$ cat config.mk
export PLATFORM = sky130hd
export DESIGN_NAME = exp_ro_sequencer
export DESIGN_NICKNAME = d
export VERILOG_FILES = /design/src/rtl/exp_ro_sequencer.sv
export SDC_FILE = /design/constraint.sdc
export NUM_CORES = 1
export LEC_CHECK = 0
export BUFFER_PORTS_ARGS = -buffer_cell sky130_fd_sc_hd__buf_2
export CAP_MARGIN = 20
export CORE_MARGIN = 2
export CORE_UTILIZATION = 45
export DETAILED_ROUTE_END_ITERATION = 8
export PLACE_DENSITY = 0.73
export SLEW_MARGIN = 20
export SYNTH_ARGS = -nofsm -noshare
export SYNTH_HDL_FRONTEND = slang
export SYNTH_SLANG_ARGS = --single-unit
export TNS_END_PERCENT = 100
$ cat constraint.sdc
create_clock -name CLK -period 2 [get_ports CLK]
set_input_delay 0.3 -clock CLK [delete_from_list [all_inputs] [get_ports CLK]]
set_output_delay 0.3 -clock CLK [all_outputs]
set_load 0.02 [all_outputs]
$ cat src/rtl/exp_ro_sequencer.sv
// Frame sequencer: runs NUM_SUBF masked exposures, then one row readout, per frame.
// Single-shot or continuous operation, with a frame counter and a sticky readout-timeout flag.
module exp_ro_sequencer #(
  parameter int SUBF_W  = 8,
  parameter int FRAME_W = 16,
  parameter int RO_TO   = 64
) (
  input  logic               CLK,
  input  logic               rst,
  input  logic               start,
  input  logic               stop,
  input  logic               continuous,
  input  logic [SUBF_W-1:0]  NUM_SUBF,
  output logic               mask_req,
  input  logic               mask_ack,
  output logic               exp_start,
  input  logic               exp_busy,
  output logic               trigger_o,
  input  logic               re_busy,
  output logic [SUBF_W-1:0]  subf_idx,
  output logic [FRAME_W-1:0] frame_cnt,
  output logic               busy,
  output logic               ro_timeout,
  output logic [2:0]         state_o
);

  localparam int CNT_W = $clog2(RO_TO + 1);

  typedef enum logic [2:0] {
    IDLE      = 3'd0,
    MASK      = 3'd1,
    EXP_GO    = 3'd2,
    EXP_WAIT  = 3'd3,
    RO_GO     = 3'd4,
    RO_ACK    = 3'd5,
    RO_WAIT   = 3'd6,
    FRAME_END = 3'd7
  } state_t;

  state_t             state_r, state_s;
  logic [SUBF_W-1:0]  nsub_r, nsub_s;
  logic [SUBF_W-1:0]  subf_s;
  logic [FRAME_W-1:0] frame_s;
  logic [CNT_W-1:0]   cnt_r, cnt_s;
  logic               seen_r, seen_s;
  logic               stop_pend_r, stop_pend_s;
  logic               tout_s;

  // Next-state and next-datapath logic.
  always_comb begin
    state_s     = state_r;
    nsub_s      = nsub_r;
    subf_s      = subf_idx;
    frame_s     = frame_cnt;
    cnt_s       = cnt_r;
    seen_s      = seen_r;
    tout_s      = ro_timeout;
    stop_pend_s = stop_pend_r | (stop & (state_r != IDLE));
    case (state_r)
      IDLE: begin
        stop_pend_s = 1'b0;
        if (start) begin
          state_s = MASK;
          nsub_s  = (NUM_SUBF == {SUBF_W{1'b0}}) ? SUBF_W'(1) : NUM_SUBF;
          subf_s  = {SUBF_W{1'b0}};
          frame_s = {FRAME_W{1'b0}};
          tout_s  = 1'b0;
        end else begin
          state_s = IDLE;
        end
      end
      MASK: begin
        if (mask_ack) state_s = EXP_GO;
        else          state_s = MASK;
      end
      EXP_GO: begin
        state_s = EXP_WAIT;
        seen_s  = 1'b0;
      end
      EXP_WAIT: begin
        // Completion needs a busy-high sample first, so a slow-to-respond engine is not mistaken for done.
        if (seen_r && !exp_busy) begin
          seen_s = 1'b0;
          if (subf_idx == nsub_r - SUBF_W'(1)) begin
            state_s = RO_GO;
          end else begin
            subf_s  = subf_idx + SUBF_W'(1);
            state_s = MASK;
          end
        end else begin
          seen_s = seen_r | exp_busy;
        end
      end
      RO_GO: begin
        cnt_s   = CNT_W'(RO_TO);
        state_s = RO_ACK;
      end
      RO_ACK: begin
        // re_busy is checked first so it wins over an expiring counter.
        if (re_busy) begin
          state_s = RO_WAIT;
        end else if (cnt_r <= CNT_W'(1)) begin
          cnt_s   = {CNT_W{1'b0}};
          tout_s  = 1'b1;
          state_s = FRAME_END;
        end else begin
          cnt_s = cnt_r - CNT_W'(1);
        end
      end
      RO_WAIT: begin
        if (!re_busy) state_s = FRAME_END;
        else          state_s = RO_WAIT;
      end
      FRAME_END: begin
        frame_s = frame_cnt + FRAME_W'(1);
        subf_s  = {SUBF_W{1'b0}};
        if (continuous && !stop_pend_r && !stop) begin
          state_s = MASK;
        end else begin
          state_s     = IDLE;
          stop_pend_s = 1'b0;
        end
      end
      default: begin
        state_s = IDLE;
      end
    endcase
  end

  // State, datapath and registered outputs.
  always_ff @(posedge CLK) begin
    if (rst) begin
      state_r     <= IDLE;
      nsub_r      <= {SUBF_W{1'b0}};
      cnt_r       <= {CNT_W{1'b0}};
      seen_r      <= 1'b0;
      stop_pend_r <= 1'b0;
      subf_idx    <= {SUBF_W{1'b0}};
      frame_cnt   <= {FRAME_W{1'b0}};
      ro_timeout  <= 1'b0;
      mask_req    <= 1'b0;
      exp_start   <= 1'b0;
      trigger_o   <= 1'b0;
      busy        <= 1'b0;
      state_o     <= 3'd0;
    end else begin
      state_r     <= state_s;
      nsub_r      <= nsub_s;
      cnt_r       <= cnt_s;
      seen_r      <= seen_s;
      stop_pend_r <= stop_pend_s;
      subf_idx    <= subf_s;
      frame_cnt   <= frame_s;
      ro_timeout  <= tout_s;
      mask_req    <= (state_s == MASK);
      exp_start   <= (state_s == EXP_GO);
      trigger_o   <= (state_s == RO_GO);
      busy        <= (state_s != IDLE);
      state_o     <= state_s;
    end
  end

endmodule

==> out/qor.yml <==
outcome:
  status: "finished, violations left"
  violations: "setup timing"
finish:
  nets: 444
  final_common_cell: "buf_4"
  instances_no_fill: 496
  diodes: 0
  nFillCells: 479
  final_cell_mix: "49 x buf_4, 47 x buf_2, 42 x dfxtp_1"
  design_area_um2: 3580
  drive_gt1_share_pct: 35.1
  utilization_pct: 64.2
  syn_to_final_growth_pct: 36.2
global_routing:
  antenna_found_initial: 0
  grt_max_degree: 25
  grt_pass1_vias: 2469
  grt_pass1_wl_um: 11500
  grt-ovfl-total: 0
  grt_use_total_pct: 22.5
synthesis:
  synth_nets: 351
  synth-async-reset-ratio_pct: 0
  synth_cells: 330
  seq_area_frac_synth_pct: 37.4
  ys_types: 58
  synth_area_per_cell_um2: 7.96
  synth_flop_cell: "dfxtp_1"
  synth_enable_flop_cells: 0
  syn_area_um2: 2630
  synth_warnings: 0
  ys_ff_latch: 49
floorplanning:
  die_w_um: 80.4
  rows: 27
  io_pins: 48
  die_area_um2: 6460
  die_y_um: 80.4
  initial_core_util_pct: 47.1
  design.core.area_um2: 5570
power_and_ir_drop:
  pwr-share-clk_pct: 26.9
  p_comb_share_pct: 25.2
  pwr-share-seq_pct: 47.9
  ir_drop_v: 0.000348
  internal_power_mw: 1.51
  power_density_nw_per_um2: 607
  p_sw_mw: 0.661
  p_leak_nw: 1.42
  power_switching_share_pct: 30.4
drt:
  first_iter_violations: 138
  routed_wl_um: 7190
  avgRoutedWirePerCell_um: 14.5
  first_pass_iters: 4
  ant_nets: 0
  dr_total_vias: 2809
  viasPerCell: 5.66
  drcViolationCount: 0
setup_path:
  path_class: "flip-flop to flip-flop"
  cp_slowest_cell: "or4_4"
  end_kind: "flip-flop"
  rr_worst_depth: 8
  path_buf_inv: 2
  cp_cell_sequence: "nor4_4 > a211oi_2 > a311oi_2 > buf_4 > a2111oi_4 > buf_4 > or4_4 > a21oi_2"
  cp.depth: 8
  crit_arrival_ps: 2480
  cp-start-kind: "flip-flop"
  cp.required_ps: 2250
  slowest_delay_ps: 510
  cpMostUsedCell: "buf_4"
  path_delay_family: "simple AND/OR/NAND/NOR gates"
  path_max_fanout: 6
run:
  maxCapViolations: 0
sta:
  hold-worst-slack_ps: 240
  drv_slew: 0
  layout_setup_ws_ps: -237
  clock_skew_ps: 5.81
  rsz0062_at_grt: "true"
  tightest_slew_ps: 531
  setup_viol: 14
  fmaxAchievable_mhz: 447
  slew_headroom_pct: 64.6
  period_minus_slack_ps: 2240
  final_hold_viol_count: 0
  finalCritPeriodShare_pct: 112
placement:
  port_buffers: 47
  placed_area_um2: 3250
  dp_slack_ps: -291
  hpwl_um: 4990
  gp_congestion: 0.829
  placedCellCount: 477
hold_path:
  hold_depth: 3
  worstHoldPathType: "input port to flip-flop"
clock_tree:
  cts_buffer_depth: 2
  cts.sinks: 49
  cts_root_buffer: "clkbuf_8"
  cts_inserted_buffers: 5
  h-tree-depth: 2
  cts.reportedPaths.clkPinSlew_ps: 90
  clkLatencyLatePin_ps: 300
  cts_tree: "built"
  cts_hold_buf: 0
[area by class of cell]
cell class	instances	area, um^2	share of cell area, %
sequential	49	992	27.7
clock buffer	7	76.3	2.13
multi-input combinational	256	1710	47.9
timing repair buffer	101	659	18.4
inverter	10	37.5	1.05
tap	72	90.1	2.52
clock inverter	1	7.51	0.210
[worst min-delay path: cells and delay by family]
family	cells	cell delay (ps)
buffers and inverters	1	100
AND/OR/NAND/NOR	1	50
AO/OA/AOI/OAI	1	50
[synthesized netlist by cell type, types with 5 or more instances]
cell | instances | area [um^2]
nor2_1 | 41 | 154
nand3_1 | 17 | 85.1
nand2_1 | 33 | 124
nand2b_1 | 5 | 31.3
xor2_1 | 6 | 52.6
ha_1 | 5 | 62.6
a21oi_1 | 30 | 150
and3_1 | 5 | 31.3
or3_1 | 6 | 37.5
inv_1 | 10 | 37.5
xnor2_1 | 5 | 43.8
nand4_1 | 7 | 43.8
o21ai_0 | 14 | 70.1
a311oi_1 | 6 | 52.6
dfxtp_1 | 49 | 981
clkbuf_1 | 10 | 37.5
nor3_1 | 10 | 50.1
[final timing paths]
check,start,endpoint,slack [ps]
max,nsub_r[4],subf_idx[5],-240
min,NUM_SUBF[5],nsub_r[5],240
max reg2reg,nsub_r[4],subf_idx[5],-240
min reg2reg,nsub_r[7],nsub_r[7],490
[kinds of logic (layout without fill, tap and decap cells)]
family / count (synthesis) / count (layout) / synth area share [%]
adders and majority gates: 5 / 5 / 2.38
xor gates and xnor gates: 11 / 11 / 3.67
DFF: 49 / 49 / 37.4
buffers and inverters: 25 / 119 / 3.86
and+or+nand+nor: 149 / 149 / 29.3
AOI/OAI and AO/OA: 88 / 88 / 22.2
muxes: 3 / 3 / 1.29
[flip-flops by register name, indices dropped and copies added, names as in the netlist]
register,count
subf_idx,8
mask_req,1
frame_cnt,16
exp_start,1
trigger_o,1
ro_timeout,1
busy,1
nsub_r,8
stop_pend_r,1
state_r,3
seen_r,1
cnt_r,7
[per-layer routing]
metal	up-vias	GRT usage [%]	routed length [um]
li1	1391	-	-
met1	1339	29.7	3260
met2	68	37.0	3520
met3	11	4.27	314
met4	0	6.78	99
met5	-	0	0
[per-stage QoR]
stage / total power, mW / setup TNS [ps]
after floorplan: 1.33 / 0
after global placement: 1.49 / -2160
after detailed placement: 1.50 / -3200
after CTS: 2.14 / -786
after global routing: 2.27 / -3220
final: 2.17 / -1920
[power by group through the flow]
stage,Sequential (mW),Clock (mW),Combinational (mW)
2_1_floorplan,1.08,0,0.255
3_3_place_gp,1.06,0,0.428
3_5_place_dp,1.06,0,0.435
4_1_cts,1.04,0.595,0.503
5_1_grt,1.04,0.640,0.587
6_report,1.04,0.585,0.547
[repair_timing]
| action | CTS | global route |
|---|---|---|
| hold endpoints to repair | 0 | 0 |
| setup buffers | 7 | 4 |
| setup endpoints to repair | 14 | 14 |
| resized for setup | 23 | 14 |
| pin swaps | 13 | 17 |
Note: power is estimated with default switching activity, not from simulation.
